$ cat src/rtl/tdc_stream_pkg.sv
// Shared constants and FSM encoding for the multi-channel TDC stream packer.
package tdc_stream_pkg;

    localparam logic [3:0] HDR_NIB        = 4'hD;
    localparam logic [7:0] LINE_MARK_DEF  = 8'hF1;
    localparam logic [7:0] FRAME_MARK_DEF = 8'hF2;

    typedef enum logic [2:0] {
        ST_IDLE,
        ST_SEND,
        ST_HOLD,
        ST_MARK,
        ST_HOLDM
    } state_t;

    // Round-robin successor of channel ch among n channels.
    function automatic logic [3:0] next_ch(input logic [3:0] ch, input int n);
        return (int'(ch) >= n - 1) ? 4'd0 : ch + 4'd1;
    endfunction

endpackage

$ cat src/rtl/sync_fifo.sv
// Single-clock FIFO; a write while full is taken if a pop frees the slot in the same cycle.
module sync_fifo #(
    parameter int WIDTH = 8,
    parameter int AW    = 4
) (
    input  logic             clk,
    input  logic             rst_n,
    input  logic             wr,
    input  logic             rd,
    input  logic [WIDTH-1:0] din,
    output logic [WIDTH-1:0] dout,
    output logic             full,
    output logic             empty
);

    localparam logic [AW-1:0] PTR_ONE = 1;
    localparam logic [AW:0]   CNT_ONE = 1;

    logic [WIDTH-1:0] mem [2**AW];
    logic [AW-1:0]    wptr, rptr;
    logic [AW:0]      count;
    logic             do_wr, do_rd;

    assign do_rd = rd && !empty;
    assign do_wr = wr && (!full || do_rd);
    assign full  = count[AW];
    assign empty = (count == '0);
    assign dout  = mem[rptr];

    always_ff @(posedge clk or negedge rst_n) begin
        if (!rst_n) begin
            wptr  <= '0;
            rptr  <= '0;
            count <= '0;
        end else begin
            if (do_wr) wptr <= wptr + PTR_ONE;
            if (do_rd) rptr <= rptr + PTR_ONE;
            case ({do_wr, do_rd})
                2'b10:   count <= count + CNT_ONE;
                2'b01:   count <= count - CNT_ONE;
                default: ;
            endcase
        end
    end

    // Storage needs no reset: the pointers define what is valid.
    always_ff @(posedge clk) begin
        if (do_wr) mem[wptr] <= din;
    end

endmodule

$ cat src/rtl/tdc_stream_packer.sv
// Per-channel TDC result FIFOs, round-robin arbiter and byte serialiser with
// line/frame marker insertion toward the UART transmitter.
module tdc_stream_packer
    import tdc_stream_pkg::*;
#(
    parameter int         NUM_CH     = 2,
    parameter int         DATA_W     = 48,
    parameter int         FIFO_AW    = 5,
    parameter logic [7:0] LINE_MARK  = LINE_MARK_DEF,
    parameter logic [7:0] FRAME_MARK = FRAME_MARK_DEF
) (
    input  logic                     clk,
    input  logic                     rst_n,
    input  logic [NUM_CH-1:0]        wr_en,
    input  logic [NUM_CH*DATA_W-1:0] din,
    output logic [NUM_CH-1:0]        wr_done,
    output logic [NUM_CH-1:0]        full,
    output logic [NUM_CH-1:0]        overflow,
    input  logic                     ovf_clr,
    input  logic                     new_line,
    input  logic                     new_frame,
    output logic                     line_done,
    output logic                     frame_done,
    output logic [7:0]               tx_data,
    output logic                     new_tx_data,
    input  logic                     tx_busy,
    output logic                     all_empty
);

    localparam int NBYTES = DATA_W / 8;

    logic [NUM_CH-1:0]             empty, pop, wr_ok;
    logic [NUM_CH-1:0][DATA_W-1:0] dout;
    logic [DATA_W-1:0]             sel_data, sreg;
    logic [3:0]                    rr, ch, sel, idx;
    logic                          sel_vld, line_pend, frame_pend;
    state_t                        state;

    // A full channel still accepts a write when it is being popped this cycle.
    assign wr_ok     = wr_en & (~full | pop);
    assign all_empty = (&empty) && (state == ST_IDLE);

    for (genvar k = 0; k < NUM_CH; k++) begin : g_ch
        sync_fifo #(
            .WIDTH (DATA_W),
            .AW    (FIFO_AW)
        ) u_fifo (
            .clk   (clk),
            .rst_n (rst_n),
            .wr    (wr_ok[k]),
            .rd    (pop[k]),
            .din   (din[k*DATA_W +: DATA_W]),
            .dout  (dout[k]),
            .full  (full[k]),
            .empty (empty[k])
        );
    end

    // Pick the non-empty channel closest to rr going upward with wrap.
    always_comb begin
        int best, d;
        best     = NUM_CH;
        d        = 0;
        sel      = rr;
        sel_vld  = 1'b0;
        sel_data = '0;
        pop      = '0;
        for (int j = 0; j < NUM_CH; j++) begin
            if (!empty[j]) begin
                d = j - int'(rr);
                if (d < 0) d = d + NUM_CH;
                if (d < best) begin
                    best    = d;
                    sel     = 4'(j);
                    sel_vld = 1'b1;
                end
            end
        end
        for (int j = 0; j < NUM_CH; j++) begin
            if (sel == 4'(j)) sel_data = dout[j];
            pop[j] = (state == ST_IDLE) && sel_vld && (sel == 4'(j));
        end
    end

    always_ff @(posedge clk or negedge rst_n) begin
        if (!rst_n) begin
            wr_done  <= '0;
            overflow <= '0;
        end else begin
            wr_done  <= wr_ok;
            overflow <= (ovf_clr ? '0 : overflow) | (wr_en & ~wr_ok);
        end
    end

    always_ff @(posedge clk or negedge rst_n) begin
        if (!rst_n) begin
            state       <= ST_IDLE;
            rr          <= '0;
            ch          <= '0;
            idx         <= '0;
            sreg        <= '0;
            tx_data     <= '0;
            new_tx_data <= 1'b0;
            line_done   <= 1'b0;
            frame_done  <= 1'b0;
            line_pend   <= 1'b0;
            frame_pend  <= 1'b0;
        end else begin
            new_tx_data <= 1'b0;
            line_done   <= 1'b0;
            frame_done  <= 1'b0;
            case (state)
                ST_IDLE: begin
                    if (sel_vld) begin
                        sreg  <= sel_data;
                        ch    <= sel;
                        idx   <= '0;
                        state <= ST_SEND;
                    end else if (line_pend || frame_pend) begin
                        state <= ST_MARK;
                    end
                end
                ST_SEND: begin
                    if (!tx_busy) begin
                        new_tx_data <= 1'b1;
                        if (idx == '0) begin
                            tx_data <= {HDR_NIB, ch};
                        end else begin
                            tx_data <= sreg[DATA_W-1 -: 8];
                            sreg    <= sreg << 8;
                        end
                        state <= ST_HOLD;
                    end
                end
                ST_HOLD: begin
                    if (idx == 4'(NBYTES)) begin
                        rr    <= next_ch(ch, NUM_CH);
                        state <= ST_IDLE;
                    end else begin
                        idx   <= idx + 4'd1;
                        state <= ST_SEND;
                    end
                end
                ST_MARK: begin
                    if (!tx_busy) begin
                        new_tx_data <= 1'b1;
                        state       <= ST_HOLDM;
                        if (line_pend) begin
                            tx_data   <= LINE_MARK;
                            line_done <= 1'b1;
                            line_pend <= 1'b0;
                        end else begin
                            tx_data    <= FRAME_MARK;
                            frame_done <= 1'b1;
                            frame_pend <= 1'b0;
                        end
                    end
                end
                ST_HOLDM: state <= ST_IDLE;
                default:  state <= ST_IDLE;
            endcase
            // A fresh request outranks the clear of a marker just sent.
            if (new_line)  line_pend  <= 1'b1;
            if (new_frame) frame_pend <= 1'b1;
        end
    end

endmodule

$ cat config.mk
export PLATFORM = sky130hd
export DESIGN_NAME = tdc_stream_packer
export DESIGN_NICKNAME = d
export VERILOG_FILES = /design/src/rtl/tdc_stream_pkg.sv /design/src/rtl/sync_fifo.sv /design/src/rtl/tdc_stream_packer.sv
export SDC_FILE = /design/constraint.sdc
export NUM_CORES = 2
export LEC_CHECK = 0
export BUFFER_PORTS_ARGS = -buffer_cell sky130_fd_sc_hd__buf_4
export CAP_MARGIN = 20
export CORE_MARGIN = 4
export CORE_UTILIZATION = 55
export CTS_BUF_LIST = sky130_fd_sc_hd__clkbuf_4
export CTS_CLUSTER_SIZE = 30
export DETAILED_ROUTE_END_ITERATION = 10
export GPL_TIMING_DRIVEN = 0
export PLACE_DENSITY = 0.71
export SLEW_MARGIN = 20
export SYNTH_ARGS = -nofsm -noshare
export SYNTH_HDL_FRONTEND = slang
export SYNTH_SLANG_ARGS = --single-unit
$ cat constraint.sdc
create_clock -name clk -period 7.9 [get_ports clk]
set_clock_uncertainty 0.15 [all_clocks]
set_input_delay 0.395 -clock clk [delete_from_list [all_inputs] [get_ports clk]]
set_output_delay 0.395 -clock clk [all_outputs]
set_load 0.1 [all_outputs]
### After elaboration in Yosys (flattened, before gate mapping)

Memories as Yosys holds them, arrays and structs flattened.
Cells that the tools add are included.

* $add $sub $neg: 14
* magnitude comparators: 5
* eq/ne operators: 18
* multiplexer cells: 57
* bitwise gates (word level): 6
* reduce and logical (&&, ||, !) cells: 37

Operators by type and width (count)
* 2-to-1 mux 48 bit: 5
* 2-to-1 mux 32 bit: 6
* one-hot mux 48 bit (2 select lines): 1
* < comparator 32 x 3 -> 1 bit (second input constant): 1
* < comparator 32 bit: 1
* 2-to-1 mux 4 bit: 7
* 2-to-1 mux 1 bit: 24
* 2-to-1 mux 8 bit: 3
* one-hot mux 6 bit (2 select lines): 2
* adder 5 x 1 -> 5 bit (second input constant): 4
* inequality test 2 bit (second input constant): 8
* one-hot mux 8 bit (2 select lines): 1
* nonzero test 2 bit: 7
* adder 5 x 3 -> 6 bit (second input constant): 2
* adder 6 x 1 -> 6 bit (second input constant): 2
* logical NOT 6 bit: 2
* 2-to-1 mux 3 bit: 4
* one-hot mux 3 bit (4 select lines): 1
* AND reduction 3 bit: 4
* subtractor 6 x 1 -> 6 bit (second input constant): 2
* < comparator 5 x 1 -> 1 bit (second input constant): 2
* subtractor 1 x 4 -> 5 bit (first input constant): 2
* adder 4 x 1 -> 4 bit (second input constant): 2
* logical AND 1 bit: 8
* other kinds (20): 36

* bits in registers: 112
* bits in writable memories: 3072
* input port bits: 104
* output and inout bits: 18
* logic and storage cells: 158
* memories: 2

Memories
* g_ch[0].u_fifo.mem: depth 32, width 48, rd ports 1, clocked after Yosys merged registers in 0, write ports 1, RTL line sync_fifo.sv:19 `logic [WIDTH-1:0] mem [2**AW];`
* g_ch[1].u_fifo.mem: depth 32, width 48, rd ports 1, clocked after Yosys merged registers in 0, write ports 1, RTL line sync_fifo.sv:19

### Logic depth before layout (Yosys ltp)

* depth after elaboration: 17
* gate-level depth with buffers: 31
* gate-level depth less buffers: 28

### By module

From an unflattened synthesis, not the netlist that was laid out.

* cell total of the unflattened synthesis: 5810
* area total of the unflattened synthesis: 122837.8 um^2

Modules (own cells, without submodules)
* sync_fifo (g_ch[1].u_fifo): instances 1, cells each 2637, area each 58935.3 um^2, sequential area each 46524.6 um^2
* sync_fifo (g_ch[0].u_fifo): instances 1, cells each 2637, area each 58929.0 um^2, sequential area each 46524.6 um^2
* tdc_stream_packer: instances 1, cells each 536, area each 4973.5 um^2, sequential area each 2001.9 um^2

### Worst setup path after synthesis

No wires, ideal clock.

* path type: register to register
* start point: reg rr[1]
* end point: mem g_ch[0].u_fifo.mem[12][0] (netlist name) (enable)
* setup time: 0.454 ns
* data arrival time: 6.021 ns
* required time: 7.296 ns
* setup slack: 1.276 ns
* stages on the path, launching flop included: 21
* path buffers: 2
* clock period less this slack: 6.624 ns
* path through: dfrtp_1 clkbuf_1 inv_1 ha_1 xnor2_1 ha_1 or3b_1 o21ai_0 and4b_4 nor2_1 nor2_1 ha_1 a21o_1 a21oi_1 o21ai_0 a21oi_1 a211oi_2 o21a_1 buf_4 nand2_1 nor2_1

* longest elaborated chain between the ends: 17
* elaborated cells between the ends (all ways): 32
* those cells by class: 4 x add/sub; 4 x order compare; 16 x mux; 2 x bitwise; 6 x reduce/logical

RTL lines
* from (decl): RTL line tdc_stream_packer.sv:35 `logic [3:0] rr, ch, sel, idx;`
* from (signal assigned): RTL line tdc_stream_packer.sv:137 `rr <= next_ch(ch, NUM_CH);`
* subtractor 1 x 4 -> 5 bit: RTL line tdc_stream_packer.sv:70 `d = j - int'(rr);`
* adder 5 x 3 -> 6 bit / < comparator 5 x 1 -> 1 bit (equally long branches): RTL line tdc_stream_packer.sv:71 `if (d < 0) d = d + NUM_CH;`
* 2-to-1 mux 32 bit: RTL line tdc_stream_packer.sv:71
* 2-to-1 mux 32 bit: RTL line tdc_stream_packer.sv:69 `if (!empty[j]) begin`
* < comparator 32 x 3 -> 1 bit: RTL line tdc_stream_packer.sv:72 `if (d < best) begin`
* 2-to-1 mux 32 bit: RTL line tdc_stream_packer.sv:72
* 2-to-1 mux 32 bit: RTL line tdc_stream_packer.sv:69
* < comparator 32 bit: RTL line tdc_stream_packer.sv:72
* [2 not listed]
* logical NOT 4 bit / logical AND 1 bit (equally long branches): RTL line tdc_stream_packer.sv:81 `pop[j] = (state == ST_IDLE) && sel_vld && (sel == 4'(j));`
* logical AND 1 bit (*): RTL line tdc_stream_packer.sv:81
* logical AND 1 bit (*): RTL line sync_fifo.sv:24 `assign do_rd = rd && !empty;`
* via g_ch[0].u_fifo.do_rd: RTL line sync_fifo.sv:22 `logic do_wr, do_rd;`
* logical OR 1 bit (*): RTL line sync_fifo.sv:25 `assign do_wr = wr && (!full || do_rd);`
* logical AND 1 bit (*): RTL line sync_fifo.sv:25
* 2-to-1 mux 1 bit (*): RTL line sync_fifo.sv:48 `if (do_wr) mem[wptr] <= din;`
* 2-to-1 mux 1 bit (implied by the code) (*): RTL line sync_fifo.sv:48
* to (decl): RTL line sync_fifo.sv:19

The timed path passes the listed nets; every way through them passes the cells marked *. The select of a mux whose other input is x is not followed.

### Final worst setup path

* start point: reg rr[1]
* end point: mem g_ch[1].u_fifo.mem[8][2] (netlist name) (enable)

* longest elaborated chain between the ends: 17
* elaborated cells between the ends (all ways): 32
* those cells by class: 4 x add/sub; 4 x order compare; 1 x eq/ne; 16 x mux; 2 x bitwise; 5 x reduce/logical

RTL lines
* subtractor 1 x 4 -> 5 bit: RTL line tdc_stream_packer.sv:70
* adder 5 x 3 -> 6 bit / < comparator 5 x 1 -> 1 bit (equally long branches): RTL line tdc_stream_packer.sv:71
* 2-to-1 mux 32 bit: RTL line tdc_stream_packer.sv:71
* 2-to-1 mux 32 bit: RTL line tdc_stream_packer.sv:69
* < comparator 32 x 3 -> 1 bit: RTL line tdc_stream_packer.sv:72
* 2-to-1 mux 32 bit: RTL line tdc_stream_packer.sv:72
* 2-to-1 mux 32 bit: RTL line tdc_stream_packer.sv:69
* < comparator 32 bit: RTL line tdc_stream_packer.sv:72
* [2 not listed]
* == test 4 x 1 -> 1 bit / logical AND 1 bit (equally long branches): RTL line tdc_stream_packer.sv:81
* logical AND 1 bit (*): RTL line tdc_stream_packer.sv:81
* bitwise OR 2 bit (*): RTL line tdc_stream_packer.sv:40 `assign wr_ok = wr_en & (~full | pop);`
* bitwise AND 2 bit (*): RTL line tdc_stream_packer.sv:40
* via g_ch[1].u_fifo.wr: RTL line sync_fifo.sv:8 `input logic wr,`
* logical AND 1 bit (*): RTL line sync_fifo.sv:25
* 2-to-1 mux 1 bit (*): RTL line sync_fifo.sv:48
* 2-to-1 mux 1 bit (implied by the code) (*): RTL line sync_fifo.sv:48
* to (decl): RTL line sync_fifo.sv:19

Marked as above.

==> impl_metrics.py <==
metrics = {
    "synth": {
        "syn_avg_cell_area_um2": 22.88,
        "ys_types": 68,
        "async_reset_ff_share_pct": 3.518,
        "synth-seq-cells": 3184,
        "synthFlopType": "edfxtp_1",
        "synthesis.nets": 5504,
        "yosys_warnings": 0,
        "ys_seq_area_share_pct": 77.38,
        "synth.cell_area_um2": 122800,
        "synth_edf_count": 3072,
        "syn_inst": 5369,
    },
    "worst_setup_path": {
        "r2r.worst_path.cells": 24,
        "worst-path-buf-inv": 7,
        "endpoint_kind": "flop",
        "start_kind": "flop",
        "r2r_setup_slack_ps": 480,
        "crit_arrival_ps": 8410,
        "cpMaxStageDelayCell": "a211oi_4",
        "crit_fanout": 13,
        "cp_cell_sequence": "clkbuf_1 > inv_1 > ha_1 > xnor2_1 > ha_1 > nor2b_1 > a21oi_1 > xnor2_1 > and4b_4 > nor2_1 > nor2_1 > ha_1 > a21o_1 > a21oi_1 > o21ai_0 > a211oi_4 > o21a_1 > buf_2 > nand2_1 > nor2_4 > buf_16 > buf_16 > buf_16 > buf_16",
        "cpPeakStageDelay_ps": 820,
        "required_ps": 8890,
        "reg2reg_from": "rr[1]",
        "path_class": "flop to flop",
        "crit_top_cell": "buf_16",
        "r2r_end": "g_ch[1].u_fifo.mem[8][2]",
        "crit_family": "simple AND/OR/NAND/NOR gates",
    },
    "job": {
        "drv_cap": 0,
    },
    "min_path": {
        "worstHoldStart": "din[27]",
        "min_path_type": "primary input to flop",
        "hold_depth": 3,
        "whs_endpoint": "g_ch[0].u_fifo.mem[5][27]",
    },
    "drt": {
        "drc": 0,
        "vias_per_cell": 6.315,
        "routed_wirelength_mm": 332.3,
        "firstDrtPassIters": 6,
        "num_vias": 64660,
        "drt_iter0_markers": 8592,
        "wl_per_cell_um": 32.46,
        "ant_nets": 0,
    },
    "clock_network": {
        "cts-root-buf": "clkbuf_4",
        "post_cts_resized": 0,
        "clock_latency_ps": 1510,
        "cts_max_path_buffers": 4,
        "h-tree-depth": 6,
        "cts_made_buffers": 778,
        "clk_pin_slew_ps": 80,
        "cts.sinks": 3184,
        "tritoncts": "done",
    },
    "placed_design": {
        "io_buffers": 120,
        "postPlaceCellArea_um2": 132800,
        "dp.cells": 8665,
        "dp_hpwl_mm": 217.4,
        "place_ws_ps": 528.1,
        "gp_congestion": 0.8661,
    },
    "sta": {
        "drv_slew": 0,
        "fin_crit_ps": 7415,
        "rsz0062_at_grt": "false",
        "slew_headroom_pct": 16.89,
        "worst_pin_slew_ps": 1212,
        "timing.final.setup_violations": 0,
        "whs_ps": 43.40,
        "fin_ws_ps": 484.7,
        "timing.fmax_ghz": 0.1349,
        "hold_violations": 0,
        "period_share_pct": 93.86,
        "setup_tns_ps": 0,
    },
    "global_routing": {
        "antenna_found_initial": 28,
        "grt_pass1_vias": 66730,
        "track_usage_pct": 29.06,
        "grt.overflow.total": 0,
        "grt_pass1_wl_mm": 473.5,
        "grt_max_degree": 63,
    },
    "floorplan": {
        "die_w_um": 480.6,
        "initial_utilization_pct": 55.25,
        "rows": 173,
        "io_pins": 122,
        "die_h_um": 480.6,
        "die_area_um2": 231000,
        "fp.coreArea_um2": 222300,
    },
    "final_layout": {
        "final_nets": 6826,
        "area_growth_pct": 17.66,
        "layout.cells.non_filler": 10240,
        "n_fill_cell": 14470,
        "final_area_um2": 144500,
        "layout-drive-gt1-share_pct": 36.59,
    },
    "power": {
        "power_density_nw_per_um2": 312.1,
        "p_leak_nw": 46.72,
        "peakVddDrop_v": 0.0002181,
    },
    "run_status": {
        "status": "finished clean",
    },
}
-- layer usage --
metal,track usage (%),share of wire (%)
met1,37.70,35
met4,12.45,4.5
met3,7.655,11
met2,47.07,50
met5,0,0.033
-- cells in the final DEF (no fill, tap or decap), types with 28 or more instances in the layout --
| master | instances |
|---|---|
| edfxtp_1 | 3072 |
| clkbuf_4 | 1138 |
| mux4_2 | 849 |
| dlygate4sd3_1 | 200 |
| mux2i_1 | 190 |
| clkinv_1 | 162 |
| buf_4 | 137 |
| clkbuf_1 | 133 |
| buf_2 | 114 |
| dfrtp_1 | 112 |
| nand2_1 | 107 |
| buf_16 | 105 |
| buf_12 | 94 |
| o21ai_0 | 89 |
| a21oi_1 | 72 |
| nor2_4 | 64 |
| nor2_1 | 54 |
| o22ai_1 | 53 |
| mux2_2 | 42 |
| a22oi_1 | 35 |
| nand3_1 | 33 |
| ha_1 | 31 |
| inv_1 | 28 |
-- final cells by class --
| type | count | area, um2 | share of cell area [%] |
|---|---|---|---|
| Antenna cell | 19 | 47.55 | 0.03290 |
| Tap cell | 2975 | 3722 | 2.576 |
| Clock inverter | 197 | 983.4 | 0.6805 |
| Multi-Input combinational cell | 1861 | 26850 | 18.58 |
| Clock buffer | 1138 | 8543 | 5.911 |
| Inverter | 31 | 116.4 | 0.08051 |
| Timing Repair Buffer | 542 | 7849 | 5.431 |
| Buffer | 293 | 1365 | 0.9445 |
| Sequential cell | 3184 | 95050 | 65.77 |
-- metrics by stage --
stage,utilization (%),total power [mW]
after global routing,65.00,46.93
after CTS,64.98,45.23
after detailed placement,59.73,32.02
after global placement,57.33,31.57
after floorplan,-,27.41
final,65.01,45.11
-- power by group --
group | switching (mW) | internal, mW | leakage (nW)
Clock | 6.43 | 6.82 | 5.71
Sequential | 0.261 | 19.1 | 29.0
Combinational | 7.34 | 5.13 | 12.0
Total | 14.0 | 31.1 | 46.7
-- flip-flops by register name, summed over array words and instances, names as in the netlist --
| signal | cells |
|---|---|
| ch | 4 |
| frame_done | 1 |
| frame_pend | 1 |
| g_ch.u_fifo.count | 12 |
| g_ch.u_fifo.mem | 3072 |
| g_ch.u_fifo.rptr | 10 |
| g_ch.u_fifo.wptr | 10 |
| idx | 4 |
| line_done | 1 |
| line_pend | 1 |
| new_tx_data | 1 |
| overflow | 2 |
| rr | 4 |
| sreg | 48 |
| state | 3 |
| tx_data | 8 |
| wr_done | 2 |
-- cells by family (layout without fill, tap and decap cells) --
| family | after synthesis | in the layout | synth area share (%) |
|---|---|---|---|
| AO/OA/AOI/OAI | 375 | 375 | 2.080 |
| flip-flops | 3184 | 3184 | 77.38 |
| multiplexers | 1084 | 1084 | 17.52 |
| AND/OR/NAND/NOR | 330 | 330 | 1.226 |
| other | 0 | 19 | 0 |
| buffers and inverters | 324 | 2201 | 1.177 |
| XOR/XNOR | 41 | 41 | 0.2924 |
| adder cells (fa/ha/maj) | 31 | 31 | 0.3158 |
-- synth_stat cells, types with 35 or more instances --
| cell type | count | area share [%] |
|---|---|---|
| a21oi_1 | 72 | 0.29 |
| mux4_2 | 849 | 16 |
| nand2_1 | 107 | 0.33 |
| o21ai_0 | 89 | 0.36 |
| clkbuf_1 | 146 | 0.45 |
| nor2_1 | 118 | 0.36 |
| a22oi_1 | 35 | 0.21 |
| o22ai_1 | 53 | 0.27 |
| mux2_2 | 42 | 0.39 |
| mux2i_1 | 193 | 1.6 |
| buf_2 | 90 | 0.37 |
| dfrtp_1 | 112 | 2.3 |
| edfxtp_1 | 3072 | 75 |
-- how the worst max path moves through the flow --
stage / to / startpoint / cells after the start
2_1_floorplan: g_ch[0].u_fifo.mem[12][0] / rr[1] / 20
3_5_place_dp: g_ch[1].u_fifo.mem[8][2] / rr[1] / 24
6_report: g_ch[1].u_fifo.mem[8][2] / rr[1] / 24
4_1_cts: g_ch[1].u_fifo.mem[8][1] / rr[1] / 24
5_1_grt: g_ch[1].u_fifo.mem[9][7] / rr[1] / 24
3_3_place_gp: g_ch[1].u_fifo.mem[8][2] / rr[1] / 20
-- tightest hold or removal path: stages --
cell and delay, ps:
dlygate4sd3_1 560, buf_4 140, buf_2 310
-- repair_timing --
action | CTS | global route
hold endpoints to repair | 3246 | 95
setup buffers | 0 | 0
endpoints found under the setup margin | 0 | 0
hold buffers | 212 | 5
(Power assumes the default switching activity.)
